[src/rtl/fetch_queue_if.sv]
// fetch_queue_if: instruction memory request/response, redirect and decode handshake bundle
interface fetch_queue_if #(parameter int ADDR_W = 64);
  logic imem_req;
  logic [ADDR_W-1:0] imem_addr;
  logic imem_ack;
  logic [31:0] imem_rdata;
  logic redirect;
  logic [ADDR_W-1:0] redirect_pc;
  logic inst_valid;
  logic inst_ready;
  logic [31:0] inst;
  logic [ADDR_W-1:0] inst_pc;
  modport master (
    output imem_req, imem_addr, inst_valid, inst, inst_pc,
    input imem_ack, imem_rdata, redirect, redirect_pc, inst_ready
  );
  modport slave (
    input imem_req, imem_addr, inst_valid, inst, inst_pc,
    output imem_ack, imem_rdata, redirect, redirect_pc, inst_ready
  );
endinterface

[src/rtl/fetch_queue.sv]
// fetch_queue: sequential instruction fetch with one outstanding request, PC/instruction FIFO and redirect flush
module fetch_queue #(
  parameter int ADDR_W = 64,
  parameter int DEPTH = 4,
  parameter logic [ADDR_W-1:0] RESET_PC = '0
) (
  input logic clk,
  input logic reset,
  fetch_queue_if.master bus
);
  localparam int PW = $clog2(DEPTH);
  localparam int CW = $clog2(DEPTH + 1);
  localparam logic [CW-1:0] FULL = CW'(DEPTH);
  typedef enum logic [1:0] {IDLE, REQ, DROP} state_t;
  state_t state;
  logic [ADDR_W-1:0] fetch_pc, drop_addr;
  logic [ADDR_W+31:0] mem [DEPTH];
  logic [PW-1:0] rd_ptr, wr_ptr;
  logic [CW-1:0] count, count_next;
  logic push, pop, room, valid;
  assign valid = count != '0;
  always_comb begin
    pop = valid & bus.inst_ready;
    push = (state == REQ) & bus.imem_ack & ~bus.redirect;
    count_next = count + CW'(push) - CW'(pop);
    room = count_next < FULL;
  end
  assign bus.imem_req = state != IDLE;
  assign bus.imem_addr = state == DROP ? drop_addr : fetch_pc;
  assign bus.inst_valid = valid;
  assign {bus.inst_pc, bus.inst} = valid ? mem[rd_ptr] : '0;
  always_ff @(posedge clk)
    if (push) mem[wr_ptr] <= {fetch_pc, bus.imem_rdata};
  // A request is only issued when the slot it will fill is already known to be free.
  always_ff @(posedge clk or posedge reset)
    if (reset) begin
      state <= IDLE;
      fetch_pc <= RESET_PC;
      drop_addr <= RESET_PC;
      rd_ptr <= '0;
      wr_ptr <= '0;
      count <= '0;
    end else if (bus.redirect) begin
      state <= (state != IDLE && !bus.imem_ack) ? DROP : IDLE;
      if (state == REQ && !bus.imem_ack) drop_addr <= fetch_pc;
      fetch_pc <= bus.redirect_pc & ~ADDR_W'(3);
      rd_ptr <= '0;
      wr_ptr <= '0;
      count <= '0;
    end else begin
      count <= count_next;
      if (pop) rd_ptr <= rd_ptr + PW'(1);
      if (push) begin
        wr_ptr <= wr_ptr + PW'(1);
        fetch_pc <= fetch_pc + ADDR_W'(4);
      end
      state <= state == IDLE ? (room ? REQ : IDLE) :
               state == REQ ? ((!bus.imem_ack || room) ? REQ : IDLE) :
               (bus.imem_ack ? IDLE : DROP);
    end
endmodule

[src/flat_wrapper.sv]
// flat-port wrapper written by rule: the top's interface ports become plain ports
module fetch_queue_flat 
#(
  parameter int ADDR_W = 64,
  parameter int DEPTH = 4,
  parameter logic [ADDR_W-1:0] RESET_PC = '0
)
  (clk, reset, bus_imem_req, bus_imem_addr, bus_inst_valid, bus_inst, bus_inst_pc, bus_imem_ack, bus_imem_rdata, bus_redirect, bus_redirect_pc, bus_inst_ready);
  fetch_queue_if #(.ADDR_W(ADDR_W)) bus_i ();
  input logic clk;
  input logic reset;
  output wire logic [$bits(bus_i.imem_req)-1:0] bus_imem_req;
  output wire logic [$bits(bus_i.imem_addr)-1:0] bus_imem_addr;
  output wire logic [$bits(bus_i.inst_valid)-1:0] bus_inst_valid;
  output wire logic [$bits(bus_i.inst)-1:0] bus_inst;
  output wire logic [$bits(bus_i.inst_pc)-1:0] bus_inst_pc;
  input wire logic [$bits(bus_i.imem_ack)-1:0] bus_imem_ack;
  input wire logic [$bits(bus_i.imem_rdata)-1:0] bus_imem_rdata;
  input wire logic [$bits(bus_i.redirect)-1:0] bus_redirect;
  input wire logic [$bits(bus_i.redirect_pc)-1:0] bus_redirect_pc;
  input wire logic [$bits(bus_i.inst_ready)-1:0] bus_inst_ready;
  assign bus_imem_req = bus_i.imem_req;
  assign bus_imem_addr = bus_i.imem_addr;
  assign bus_inst_valid = bus_i.inst_valid;
  assign bus_inst = bus_i.inst;
  assign bus_inst_pc = bus_i.inst_pc;
  assign bus_i.imem_ack = bus_imem_ack;
  assign bus_i.imem_rdata = bus_imem_rdata;
  assign bus_i.redirect = bus_redirect;
  assign bus_i.redirect_pc = bus_redirect_pc;
  assign bus_i.inst_ready = bus_inst_ready;
  fetch_queue #(.ADDR_W(ADDR_W), .DEPTH(DEPTH), .RESET_PC(RESET_PC)) u_core (.clk(clk), .reset(reset), .bus(bus_i));
endmodule
[config.mk]
export PLATFORM = sky130hd
export DESIGN_NAME = fetch_queue_flat
export DESIGN_NICKNAME = d
export VERILOG_FILES = /design/src/rtl/fetch_queue_if.sv /design/src/rtl/fetch_queue.sv /design/src/flat_wrapper.sv
export SDC_FILE = /design/constraint.sdc
export NUM_CORES = 1
export LEC_CHECK = 0
export CAP_MARGIN = 20
export CORE_MARGIN = 3
export CORE_UTILIZATION = 60
export CTS_CLUSTER_SIZE = 8
export DETAILED_ROUTE_END_ITERATION = 16
export PLACE_DENSITY_LB_ADDON = 0.2
export SETUP_SLACK_MARGIN = 0.15
export SYNTH_ARGS = -nofsm -noshare
export SYNTH_HDL_FRONTEND = slang
export SYNTH_SLANG_ARGS = --single-unit
[constraint.sdc]
create_clock -name clk -period 7.5 [get_ports clk]
set_input_delay 1.875 -clock clk [delete_from_list [all_inputs] [get_ports clk]]
set_output_delay 1.875 -clock clk [all_outputs]
set_load 0.1 [all_outputs]
Word level (Yosys, flattened, before mapping)
Memory sizes are Yosys's and may differ from the RTL's.
Cells that the tools add are included.
{ "classes": {"n_addsub": 5, "order_cmp": 1, "n_eq_ne": 2, "mux": 18, "bitwise_logic": 4, "reduce_logical": 10} }
{ "ops": {"columns": ["cell", "n"], "rows": [
  ["2-to-1 mux 64 bit", 3],
  ["2-to-1 mux 96 bit", 1],
  ["adder 64 x 3 -> 64 bit, second input constant", 1],
  ["2-to-1 mux 2 bit", 9],
  ["nonzero test 2 bit", 3],
  ["adder 2 x 1 -> 2 bit, second input constant", 2],
  ["2-to-1 mux 1 bit", 4],
  ["adder 3 x 1 -> 3 bit", 1],
  ["bitwise AND 1 bit", 3],
  ["< comparator 3 bit, second input constant", 1],
  ["2-to-1 mux 3 bit", 1],
  ["nonzero test 3 bit", 1],
  ["subtractor 3 x 1 -> 3 bit", 1],
  ["equality test 2 x 1 -> 1 bit, second input constant", 1],
  ["equality test 2 bit, second input constant", 1],
  ["logical AND 1 bit", 2],
  ["zero test 2 bit", 1],
  ["AND reduction 2 bit", 1],
  ["zero test 1 bit", 1],
  ["logical OR 1 bit", 1],
  ["inverter 1 bit", 1]
]} }
{ "word_totals": {"ff_bits": 137, "ramBits": 384, "input_bits": 101, "out_inout_bits": 162, "word_cells": 47, "mem_count": 1} }
{ "mem_list": {"columns": ["name", "depth", "width", "read_ports", "rd_clocked_by_memory_dff", "write_ports", "line_no", "text"], "rows": [
  ["u_core.mem", 4, 96, 1, 0, 1, "fetch_queue.sv:17", "logic [ADDR_W+31:0] mem [DEPTH];"]
]} }

Logic depth before layout (Yosys ltp)
Gate-level depths: netlist of the first run.
{ "logic_depth": {"ltp_word": 11, "ltp_mapped": 11, "depth_no_buf": 11} }

Worst setup path before layout of the first run
No wires, ideal clock.
{ "synth_timing": {"kind": "in2reg", "from": "input bus_redirect", "to": "memory u_core.mem[0][0] (netlist name), enable pin", "setup_ns": 0.463, "t_arrival_ns": 4.661, "t_required_ns": 7.037, "setup_slack_ns": 2.375, "cell_stages": 4, "path_buffers": 2, "path_cell_list": "clkbuf_1 clkbuf_1 nor2_1 and2_1"} }
{ "synth_between": {"elab_chain_cells": 4} }
{ "synth_rtl": {"columns": ["item", "line_no", "text"], "rows": [
  ["from (decl)", "flat_wrapper.sv:19", "input wire logic [$bits(bus_i.redirect)-1:0] bus_redirect;"],
  ["inverter 1 bit", "fetch_queue.sv:24", "push = (state == REQ) & bus.imem_ack & ~bus.redirect;"],
  ["bitwise AND 1 bit", "fetch_queue.sv:24", null],
  ["2-to-1 mux 1 bit", "fetch_queue.sv:33", "if (push) mem[wr_ptr] <= {fetch_pc, bus.imem_rdata};"],
  ["2-to-1 mux 1 bit (not written as such)", "fetch_queue.sv:33", null],
  ["to (decl)", "fetch_queue.sv:17", null]
]} }
No other way between the ends.

Worst setup path after layout of the first run
{ "layout_timing": {"from": "register u_core.rd_ptr[0]", "to": "output bus_inst_pc[37]"} }
{ "layout_between": {"elab_chain_cells": 2} }
{ "layout_rtl": {"columns": ["item", "line_no", "text"], "rows": [
  ["from (decl)", "fetch_queue.sv:18", "logic [PW-1:0] rd_ptr, wr_ptr;"],
  ["from (signal assigned)", "fetch_queue.sv:52", "if (pop) rd_ptr <= rd_ptr + PW'(1);"],
  ["memory read (4 x 96 bit)", null, null],
  ["2-to-1 mux 96 bit", "fetch_queue.sv:31", "assign {bus.inst_pc, bus.inst} = valid ? mem[rd_ptr] : '0;"],
  ["to (decl)", "flat_wrapper.sv:16", "output wire logic [$bits(bus_i.inst_pc)-1:0] bus_inst_pc;"]
]} }
No other way between the ends.

==> results of run 1 <==
## state kept, by name, summed over array words and instances (netlist names)
signal / count
u_core.state: 2
u_core.fetch_pc: 62
u_core.drop_addr: 62
u_core.mem: 376
u_core.wr_ptr: 2
u_core.count: 3
u_core.rd_ptr: 2
## layout make-up
| class | instances | area share, % |
|---|---|---|
| timing repair buffer | 274 | 10.3 |
| tap | 455 | 2.14 |
| inverter | 16 | 0.245 |
| multi-input combinational | 699 | 24.4 |
| clock buffer | 125 | 7.61 |
| clock inverter | 8 | 0.306 |
| sequential | 509 | 55.0 |
## power groups by stage
stage	Sequential, mW	Clock, mW	Combinational, mW
after detailed placement	3.65	0	4.87
after global placement	3.62	0	4.85
after floorplan	3.50	0	3.86
after CTS	3.60	3.04	4.90
after global routing	3.63	3.16	5.04
final	3.59	2.99	4.87
## kinds of logic (layout without fill, tap and decap cells)
| family | Yosys count | after routing | share of synthesized area (%) |
|---|---|---|---|
| compound gates | 93 | 93 | 2.57 |
| xor+xnor | 39 | 39 | 1.59 |
| fa+ha+maj | 8 | 8 | 0.502 |
| buf+inv | 93 | 423 | 1.78 |
| flops | 509 | 509 | 68.2 |
| mux | 215 | 215 | 16.2 |
| other cells | 1 | 4 | 0.0175 |
| simple gates | 340 | 340 | 9.12 |
## worst register-to-register path, delay by kind of cell (launching register included)
family	cells	cell delay, ns
adders and majority gates	3	0.82
AOI/OAI and AO/OA	1	0.15
DFF	1	0.42
xor gates and xnor gates	2	0.32
and+or+nand+nor	3	1.23
buffers and inverters	2	0.11
## worst paths after layout
| check | endpoint | cells after the start | slack (ns) |
|---|---|---|---|
| worst min register to register | u_core.drop_addr[11]$_DFFE_PP0P_ | 1 | 0.50 |
| worst min-delay path | u_core.drop_addr[11]$_DFFE_PP0P_ | 1 | 0.50 |
| worst max register to register | u_core.state[0]$_DFF_PP0_ | 11 | 4.28 |
| min in group asynchronous | u_core.drop_addr[12]$_DFFE_PP0P_ | 2 | 1.83 |
| worst max-delay path | bus_inst_pc[37] | 4 | 1.79 |
| max in group asynchronous | u_core.rd_ptr[0]$_DFFE_PP0P_ | 3 | 4.28 |
## per-stage QoR
| step | setup slack, ns | hold WS (ns) | power [mW] | cells | instance area (um^2) |
|---|---|---|---|---|---|
| 3_5_place_dp | 2.31 | 0.490 | 8.52 | 1952 | 24500 |
| 5_1_grt | 1.55 | 0.512 | 11.8 | 2086 | 26600 |
| 6_report | 1.79 | 0.498 | 11.5 | 2086 | 26600 |
| 4_1_cts | 1.69 | 0.501 | 11.5 | 2085 | 26600 |
| 2_1_floorplan | 2.07 | 0.471 | 7.36 | 1301 | 21400 |
| 3_3_place_gp | 2.32 | 0.484 | 8.47 | 1952 | 24500 |
## cells in the final DEF (no fill, tap or decap), types with 9 or more instances in the layout
cell / count
a31oi_1: 19
and2_1: 101
and3_1: 10
buf_4: 16
clkbuf_1: 52
clkbuf_16: 73
clkdlybuf4s50_1: 255
dfrtp_1: 131
edfxtp_1: 376
inv_1: 14
mux2_2: 118
mux4_2: 94
nand2_1: 73
nand3_1: 29
nand4_1: 27
nor2_1: 42
o21ai_0: 50
o31ai_1: 9
or4_1: 11
xnor2_1: 11
xor2_1: 28
## routing by layer
layer / up-vias / wire length (um) / track usage [%]
met5: - / 13 / 0
met4: 2 / 1240 / 8.58
met3: 93 / 3800 / 5.50
met2: 560 / 24500 / 43.1
met1: 6473 / 20200 / 36.6
li1: 5564 / - / -
==> impl_metrics.py, run 1 <==
metrics = {
    "logic_synthesis": {
        "synth-seq-cells": 509,
        "synth_edf_count": 376,
        "seq_area_frac_synth_pct": 68.2,
        "yosysMostFrequentCell": "edfxtp_1",
        "synth_ff_type": "edfxtp_1",
        "synth_top_area_share_pct": 52.7,
        "syn_inst": 1298,
        "yosys.area.top_type": "edfxtp_1",
        "ys_warn_count": 0,
        "async_flop_share_pct": 26.1,
        "synth_area_leaders": "edfxtp_1, dfrtp_1, mux4_2, mux2_2, and2_1",
        "synthTopCellsByCount": "edfxtp_1, dfrtp_1, mux2_2, and2_1, mux4_2",
        "synth.distinct_cells": 48,
        "syn_area_per_cell_um2": 16.5,
        "syn_area_um2": 21400,
    },
    "die": {
        "die_w_um": 195,
        "num_rows": 68,
        "fp.dieH_um": 195,
        "die-area_um2": 38000,
        "io_pins": 263,
        "core_um2": 34900,
        "start_util_pct": 61.4,
    },
    "route": {
        "ant_nets": 0,
        "wire_per_inst_um": 23.8,
        "route.detailed.drc": 0,
        "firstDrtPassIters": 5,
        "vias": 12700,
        "wl_um": 49700,
        "avgViaCountPerCell": 6.08,
        "drtIter0Drc": 830,
    },
    "sta": {
        "slew_headroom_pct": 26.6,
        "finalCriticalPeriod_ns": 5.71,
        "period_share_pct": 76.1,
        "hold_viol_final": 0,
        "worst-slew-pin-transition_ns": 1.10,
        "rsz0062_at_grt": "false",
        "setup-violations-final": 0,
        "finClkSkew_ns": 0.0207,
        "slew_violations": 0,
        "fmax_mhz": 175,
        "fin_tns_setup_ns": 0,
    },
    "placed_design": {
        "hpwl_um": 28600,
        "portBuffers": 256,
        "gp_congestion": 0.798,
    },
    "worst_setup_path": {
        "critPathCaptureType": "primary output",
        "setup.worst_path.class": "reg -> out",
        "arrival_ns": 3.83,
        "startpoint_type": "register",
        "startpoint": "u_core.rd_ptr[0]$_DFFE_PP0P_",
        "cp_max_fo": 31,
        "crit_buf_inv": 2,
        "required_ns": 5.62,
        "slowest_stage": "clkdlybuf4s50_1",
        "crit_family": "buffers and inverters",
        "cp_cell_sequence": "buf_4, mux4_2, and2_1, clkdlybuf4s50_1",
        "crit_path_max_incr_delay_ns": 0.99,
        "reg2reg_from": "u_core.count[1]$_DFF_PP0_",
    },
    "power": {
        "power.density_nw_per_um2": 431,
        "power_frac_seq_pct": 31.3,
        "power_frac_clock_pct": 26.1,
        "vdd_drop_max_mv": 0.466,
        "intPower_mw": 6.52,
        "p_switching_mw": 4.93,
        "p_comb_share_pct": 42.5,
        "p_leak_nw": 9.14,
        "switching_share_pct": 43.0,
    },
    "clock_tree": {
        "clk_latency_ns": 0.58,
        "cts_made_buffers": 73,
        "clk_path_buf_depth": 3,
        "cts_setup_buffers": 0,
        "numClockSinks": 509,
        "holdBufCountCts": 0,
        "cts_tree": "yes",
        "h-tree-depth": 3,
        "post_cts_resized": 0,
        "root_buffer": "clkbuf_16",
        "cts.clk_slew.worst_paths_ns": 0.05,
    },
    "layout": {
        "regArea_um2": 14600,
        "multi_input_area_um2": 6480,
        "antenna_cells": 0,
        "layout.nets": 1682,
        "drive_above_1_share_pct": 20.6,
        "area_growth_pct": 24.0,
        "fill_cells": 2054,
        "fin_util_pct": 76.2,
    },
    "global_routing": {
        "grt_pass1_wl_um": 77900,
        "grt_pass1_vias": 13400,
        "grtUsageTotal_pct": 26.5,
        "grt-ovfl-total": 0,
        "antenna_found_initial": 1,
        "grt_max_degree": 100,
    },
    "worst_hold_path": {
        "hold_class": "reg -> reg",
        "min_from": "u_core.drop_addr[11]$_DFFE_PP0P_",
    },
    "flow_run": {
        "cap_violations": 0,
    },
    "outcome": {
        "status": "finished, final reports clean",
    },
}
Power figures use the tool's default switching activity.
==> run 2, diff against run 1 <==
- CORE_UTILIZATION: 60 -> 50
- clock period: 7.5 -> 4.6 ns (I/O delays scaled with it)
==> run 2 against run 1 <==
Final cell count increased by 4.2%. Utilization decreased by 13 points. Clock skew is 0.0093 ns higher. Flip-flop and latch count unchanged. Largest power group unchanged. Critical endpoint is now bus_inst_pc[9]. Via count decreased by 0.70%. Critical path depth did not move. Sequential power increased by 62%. Routed wire length is 2.6% higher. Non-clock buffer count up 10. Count of clock-buffer cells in the layout down 2. Setup slack lost 1.1 ns. Highest routed layer unchanged. Clock power up 65%.
==> impl_metrics.py, run 2 (same netlist as run 1, synthesis figures left out) <==
metrics = {
    "outcome": {
        "status": "finished, final reports clean",
    },
    "die": {
        "core_um2": 42100,
        "io_pins": 263,
        "die_w_um": 213,
        "die-area_um2": 45400,
        "num_rows": 75,
        "start_util_pct": 50.9,
        "fp.dieH_um": 213,
    },
    "worst_setup_path": {
        "reg2reg_depth": 11,
        "critPathCaptureType": "primary output",
        "setup.worst_path.class": "reg -> out",
        "arrival_ns": 2.75,
        "cp_max_fo": 20,
        "startpoint_type": "register",
        "required_ns": 3.45,
    },
    "sta": {
        "period_share_pct": 84.7,
        "hold_viol_final": 0,
        "slew_violations": 0,
        "slew_headroom_pct": 29.1,
        "rsz0062_at_grt": "false",
        "worst-slew-pin-transition_ns": 1.06,
        "fmax_mhz": 257,
        "setup-violations-final": 0,
        "finalCriticalPeriod_ns": 3.90,
        "hold_ws_ns": 0.498,
        "finClkSkew_ns": 0.0300,
        "setup_ws_ns": 0.703,
        "fin_tns_setup_ns": 0,
    },
    "clock_tree": {
        "numClockSinks": 509,
        "h-tree-depth": 3,
        "clk_path_buf_depth": 3,
        "cts_tree": "yes",
        "root_buffer": "clkbuf_16",
        "clk_latency_ns": 0.59,
        "holdBufCountCts": 0,
        "cts_setup_buffers": 0,
        "cts_made_buffers": 73,
        "cts.clk_slew.worst_paths_ns": 0.05,
        "post_cts_resized": 0,
    },
    "global_routing": {
        "grt-ovfl-total": 0,
        "antenna_found_initial": 3,
        "grt_pass1_vias": 13100,
        "grt_max_degree": 97,
        "grt_pass1_wl_um": 78200,
        "grtUsageTotal_pct": 22.9,
    },
    "layout": {
        "final_common_cell": "edfxtp_1",
        "final_cell_mix": "edfxtp_1, buf_4, dfrtp_1",
        "largest_reg_flops": 376,
        "antenna_cells": 0,
        "reg.largest.list": "u_core.mem (376), u_core.drop_addr (62), u_core.fetch_pc (62)",
        "area_growth_pct": 23.6,
        "largest_register": "u_core.mem",
        "layout.nets": 1692,
        "drive_above_1_share_pct": 30.7,
    },
    "power": {
        "vdd_drop_max_mv": 0.644,
        "p_leak_nw": 9.44,
        "power.density_nw_per_um2": 700,
        "p_total_mw": 18.6,
    },
    "placed_design": {
        "place_ws_ns": 0.472,
        "hpwl_um": 31300,
        "gp_congestion": 0.778,
        "portBuffers": 256,
    },
    "route": {
        "wire_per_inst_um": 23.5,
        "firstDrtPassIters": 5,
        "wl_met3_um": 3570,
        "m1WireLength_um": 21100,
        "dr.max_layer_used": "met5",
        "drtIter0Drc": 930,
        "avgViaCountPerCell": 5.80,
        "route.detailed.drc": 0,
        "wl_met2_um": 25100,
        "vias": 12600,
        "wl_um": 51000,
        "ant_nets": 0,
    },
    "worst_hold_path": {
        "hold-path-cell-count": 1,
        "hold_class": "reg -> reg",
    },
    "flow_run": {
        "cap_violations": 0,
    },
}
-- run 2: cell types whose count changed in the layout (fill, tap and decap cells not counted), sizes merged --
cell / previous run / this run
inv: 21 / 17
clkbuf: 125 / 123
clkinv: 3 / 1
buf: 19 / 186
clkinvlp: 0 / 1
clkdlybuf4s50: 255 / 98
-- run 2: metrics by stage --
step	utilization (%)	std cells	instance area, um^2
after floorplan	-	1301	21500
after global placement	57.9	2047	24400
after detailed placement	57.9	2047	24400
after CTS	62.9	2173	26500
after global routing	62.9	2173	26500
final	62.9	2173	26500
-- run 2: critical path, stage by stage, from the launching register on --
cell and delay [ns]:
dfrtp_4 0.69, buf_4 0.44, mux4_2 0.61, and2_1 0.18, buf_4 0.23
-- run 2: power breakdown --
group,switching [mW],internal (mW)
logic,5.76,2.05
clock network,1.86,3.07
registers,0.383,5.43
total,8.01,10.5
-- run 2: cell type report --
cell class	count	area [um^2]
Fill cell	3140	15600
Sequential cell	509	14600
Multi-Input combinational cell	699	6480
Timing Repair Buffer	284	2540
Clock buffer	123	2100
Tap cell	539	674
Inverter	16	63.8
Clock inverter	3	22.5
-- run 2: worst paths after layout --
check / end / slack [ns] / start
min reg2reg: u_core.drop_addr[31]$_DFFE_PP0P_ / 0.50 / u_core.drop_addr[31]$_DFFE_PP0P_
max reg2reg: u_core.state[0]$_DFF_PP0_ / 1.44 / u_core.count[1]$_DFF_PP0_
min: u_core.drop_addr[31]$_DFFE_PP0P_ / 0.50 / u_core.drop_addr[31]$_DFFE_PP0P_
max: bus_inst_pc[9] / 0.70 / u_core.rd_ptr[0]$_DFFE_PP0P_
max in group asynchronous: u_core.drop_addr[10]$_DFFE_PP0P_ / 2.81 / reset
min in group asynchronous: u_core.drop_addr[56]$_DFFE_PP0P_ / 1.01 / reset
-- run 2: routing by layer --
metal / global-route usage, % / vias up
met4: 7.20 / 6
met3: 5.51 / 79
met5: 0 / -
li1: - / 5566
met1: 31.0 / 6524
met2: 37.1 / 428
==> run 3, diff against run 2 <==
- CORE_UTILIZATION: 50 -> 56
- clock period: 4.6 -> 4.1 ns (I/O delays scaled with it)
==> run 3 against run 2 <==
Total power grew 12%. Register-to-register slack got worse by 0.44 ns. Sequential share of layout area grew 0.065 points. Cell area is 0.12% lower. Largest power group unchanged. Highest routed layer is now met4.
==> impl_metrics.py, run 3 (same netlist as run 1, synthesis figures left out) <==
metrics = {
    "outcome": {
        "status": "finished, final reports clean",
    },
    "placed_design": {
        "gp_congestion": 0.818,
        "portBuffers": 256,
        "hpwl_um": 29800,
        "place_inst": 2020,
    },
    "worst_setup_path": {
        "slowest_stage": "dfrtp_4",
        "setup.worst_path.class": "reg -> out",
        "arrival_ns": 2.68,
        "r2r_slack_ns": 1.00,
        "crit_top_cell": "buf_4",
        "crit_buf_inv": 2,
        "r2r_end": "u_core.state[0]$_DFF_PP0_",
        "reg2reg_depth": 11,
        "cp_cell_sequence": "buf_4, mux4_2, and2_1, buf_4",
        "critPathCaptureType": "primary output",
        "reg2reg_from": "u_core.count[1]$_DFF_PP0_",
        "cp_max_fo": 24,
        "required_ns": 3.07,
        "startpoint_type": "register",
        "crit_family": "flip-flops",
        "crit_path_max_incr_delay_ns": 0.76,
    },
    "layout": {
        "final_common_cell": "edfxtp_1",
        "fill_cells": 2534,
        "layout.nets": 1693,
        "largest_register": "u_core.mem",
        "drive_above_1_share_pct": 30.7,
        "instances_no_fill": 2149,
        "antenna_cells": 0,
        "reg.largest.list": "u_core.mem (376), u_core.drop_addr (62), u_core.fetch_pc (62)",
        "largest_reg_flops": 376,
        "final_cell_mix": "edfxtp_1, buf_4, dfrtp_1",
        "area_growth_pct": 23.5,
    },
    "global_routing": {
        "grt_pass1_wl_um": 77100,
        "grt-ovfl-total": 0,
        "use_met1_pct": 35.2,
        "busiest_layer": "met2",
        "grtUsageTotal_pct": 24.7,
        "met3_usage_pct": 4.66,
        "gr-usage-met2_pct": 39.3,
        "grt_pass1_vias": 13100,
        "antenna_found_initial": 0,
        "grt_max_degree": 97,
    },
    "route": {
        "firstDrtPassIters": 5,
        "vias": 12700,
        "ant_nets": 0,
        "drtIter0Drc": 1009,
        "wire_per_inst_um": 22.9,
        "wl_um": 49300,
        "route.detailed.drc": 0,
        "avgViaCountPerCell": 5.89,
    },
    "worst_hold_path": {
        "min_from": "u_core.drop_addr[48]$_DFFE_PP0P_",
        "hold_class": "reg -> reg",
        "hold_end": "u_core.drop_addr[48]$_DFFE_PP0P_",
        "hold-path-cell-count": 1,
    },
    "die": {
        "fp.dieH_um": 202,
        "io_pins": 263,
        "die-area_um2": 40700,
        "num_rows": 71,
        "die_w_um": 202,
        "start_util_pct": 56.9,
        "core_um2": 37700,
    },
    "sta": {
        "fin_tns_setup_ns": 0,
        "hold_viol_final": 0,
        "slew_violations": 0,
        "fmax_mhz": 270,
        "finalCriticalPeriod_ns": 3.71,
        "slew_headroom_pct": 34.0,
        "finClkSkew_ns": 0.0165,
        "worst-slew-pin-transition_ns": 0.990,
        "period_share_pct": 90.5,
        "rsz0062_at_grt": "false",
        "setup-violations-final": 0,
    },
    "power": {
        "power_frac_clock_pct": 26.3,
        "power.density_nw_per_um2": 783,
        "intPower_mw": 11.8,
        "power_frac_seq_pct": 31.5,
        "p_leak_nw": 9.44,
        "switching_share_pct": 43.1,
        "p_comb_share_pct": 42.1,
        "p_switching_mw": 8.94,
        "vdd_drop_max_mv": 0.691,
    },
    "clock_tree": {
        "post_cts_resized": 0,
        "numClockSinks": 509,
        "holdBufCountCts": 0,
        "h-tree-depth": 3,
        "cts.clk_slew.worst_paths_ns": 0.05,
        "root_buffer": "clkbuf_16",
        "cts_made_buffers": 73,
        "cts_setup_buffers": 0,
        "cts_tree": "yes",
        "clk_latency_ns": 0.57,
        "clk_path_buf_depth": 3,
    },
    "flow_run": {
        "cap_violations": 0,
    },
}
## run 3: worst max path at each step
stage	start	endpoint	slack [ns]	cells past startpoint
floorplan	u_core.state[1]$_DFF_PP0_	bus_imem_addr[25]	-0.15	5
global placement	bus_imem_ack	u_core.fetch_pc[56]$_DFFE_PP0N_	0.48	6
detailed placement	bus_imem_ack	u_core.fetch_pc[44]$_DFFE_PP0N_	0.38	6
CTS	u_core.rd_ptr[0]$_DFFE_PP0P_	bus_inst[17]	0.32	4
global route	u_core.rd_ptr[0]$_DFFE_PP0P_	bus_inst_pc[36]	0.24	4
finish	u_core.rd_ptr[0]$_DFFE_PP0P_	bus_inst_pc[29]	0.39	4
## run 3: layout make-up
type / count / area, um^2 / share of cell area, %
Clock buffer: 125 / 2060 / 7.80
Inverter: 16 / 63.8 / 0.241
Sequential cell: 509 / 14600 / 55.3
Timing Repair Buffer: 285 / 2570 / 9.71
Clock inverter: 4 / 31.3 / 0.118
Multi-Input combinational cell: 699 / 6480 / 24.5
Tap cell: 511 / 639 / 2.42
## run 3: power groups by stage
stage	combinational [mW]	sequential [mW]	clock, mW
global route	9.06	6.61	5.82
detailed placement	8.81	6.62	0
floorplan	7.07	6.40	0
CTS	8.83	6.54	5.57
finish	8.74	6.54	5.46
global placement	8.76	6.58	0
## run 3: worst register-to-register path, stage by stage (launching register included)
cell and delay, ns:
dfrtp_1 0.41, or3_4 0.77, and2_1 0.40, ha_1 0.29, inv_1 0.06, ha_1 0.13
inv_1 0.05, fa_1 0.37, xor2_1 0.16, xnor2_1 0.18, a21oi_1 0.06, nor3_1 0.14
## run 3: through the flow
step	power [mW]	worst slack [ns]	utilization [%]	area [um^2]	hold slack [ns]
floorplan	13.5	-0.148	-	21500	0.471
global placement	15.3	0.480	64.7	24400	0.484
detailed placement	15.4	0.376	64.7	24400	0.491
CTS	20.9	0.319	70.3	26500	0.502
global route	21.5	0.236	70.3	26500	0.510
finish	20.7	0.390	70.3	26500	0.499
## run 3: metal layers
layer	vias up	part of all wire, %	wire length (um)
met5	-	0	0
met4	0	2.1	1060
met3	76	6.8	3340
met2	490	49	24100
met1	6503	42	20800
li1	5581	-	-
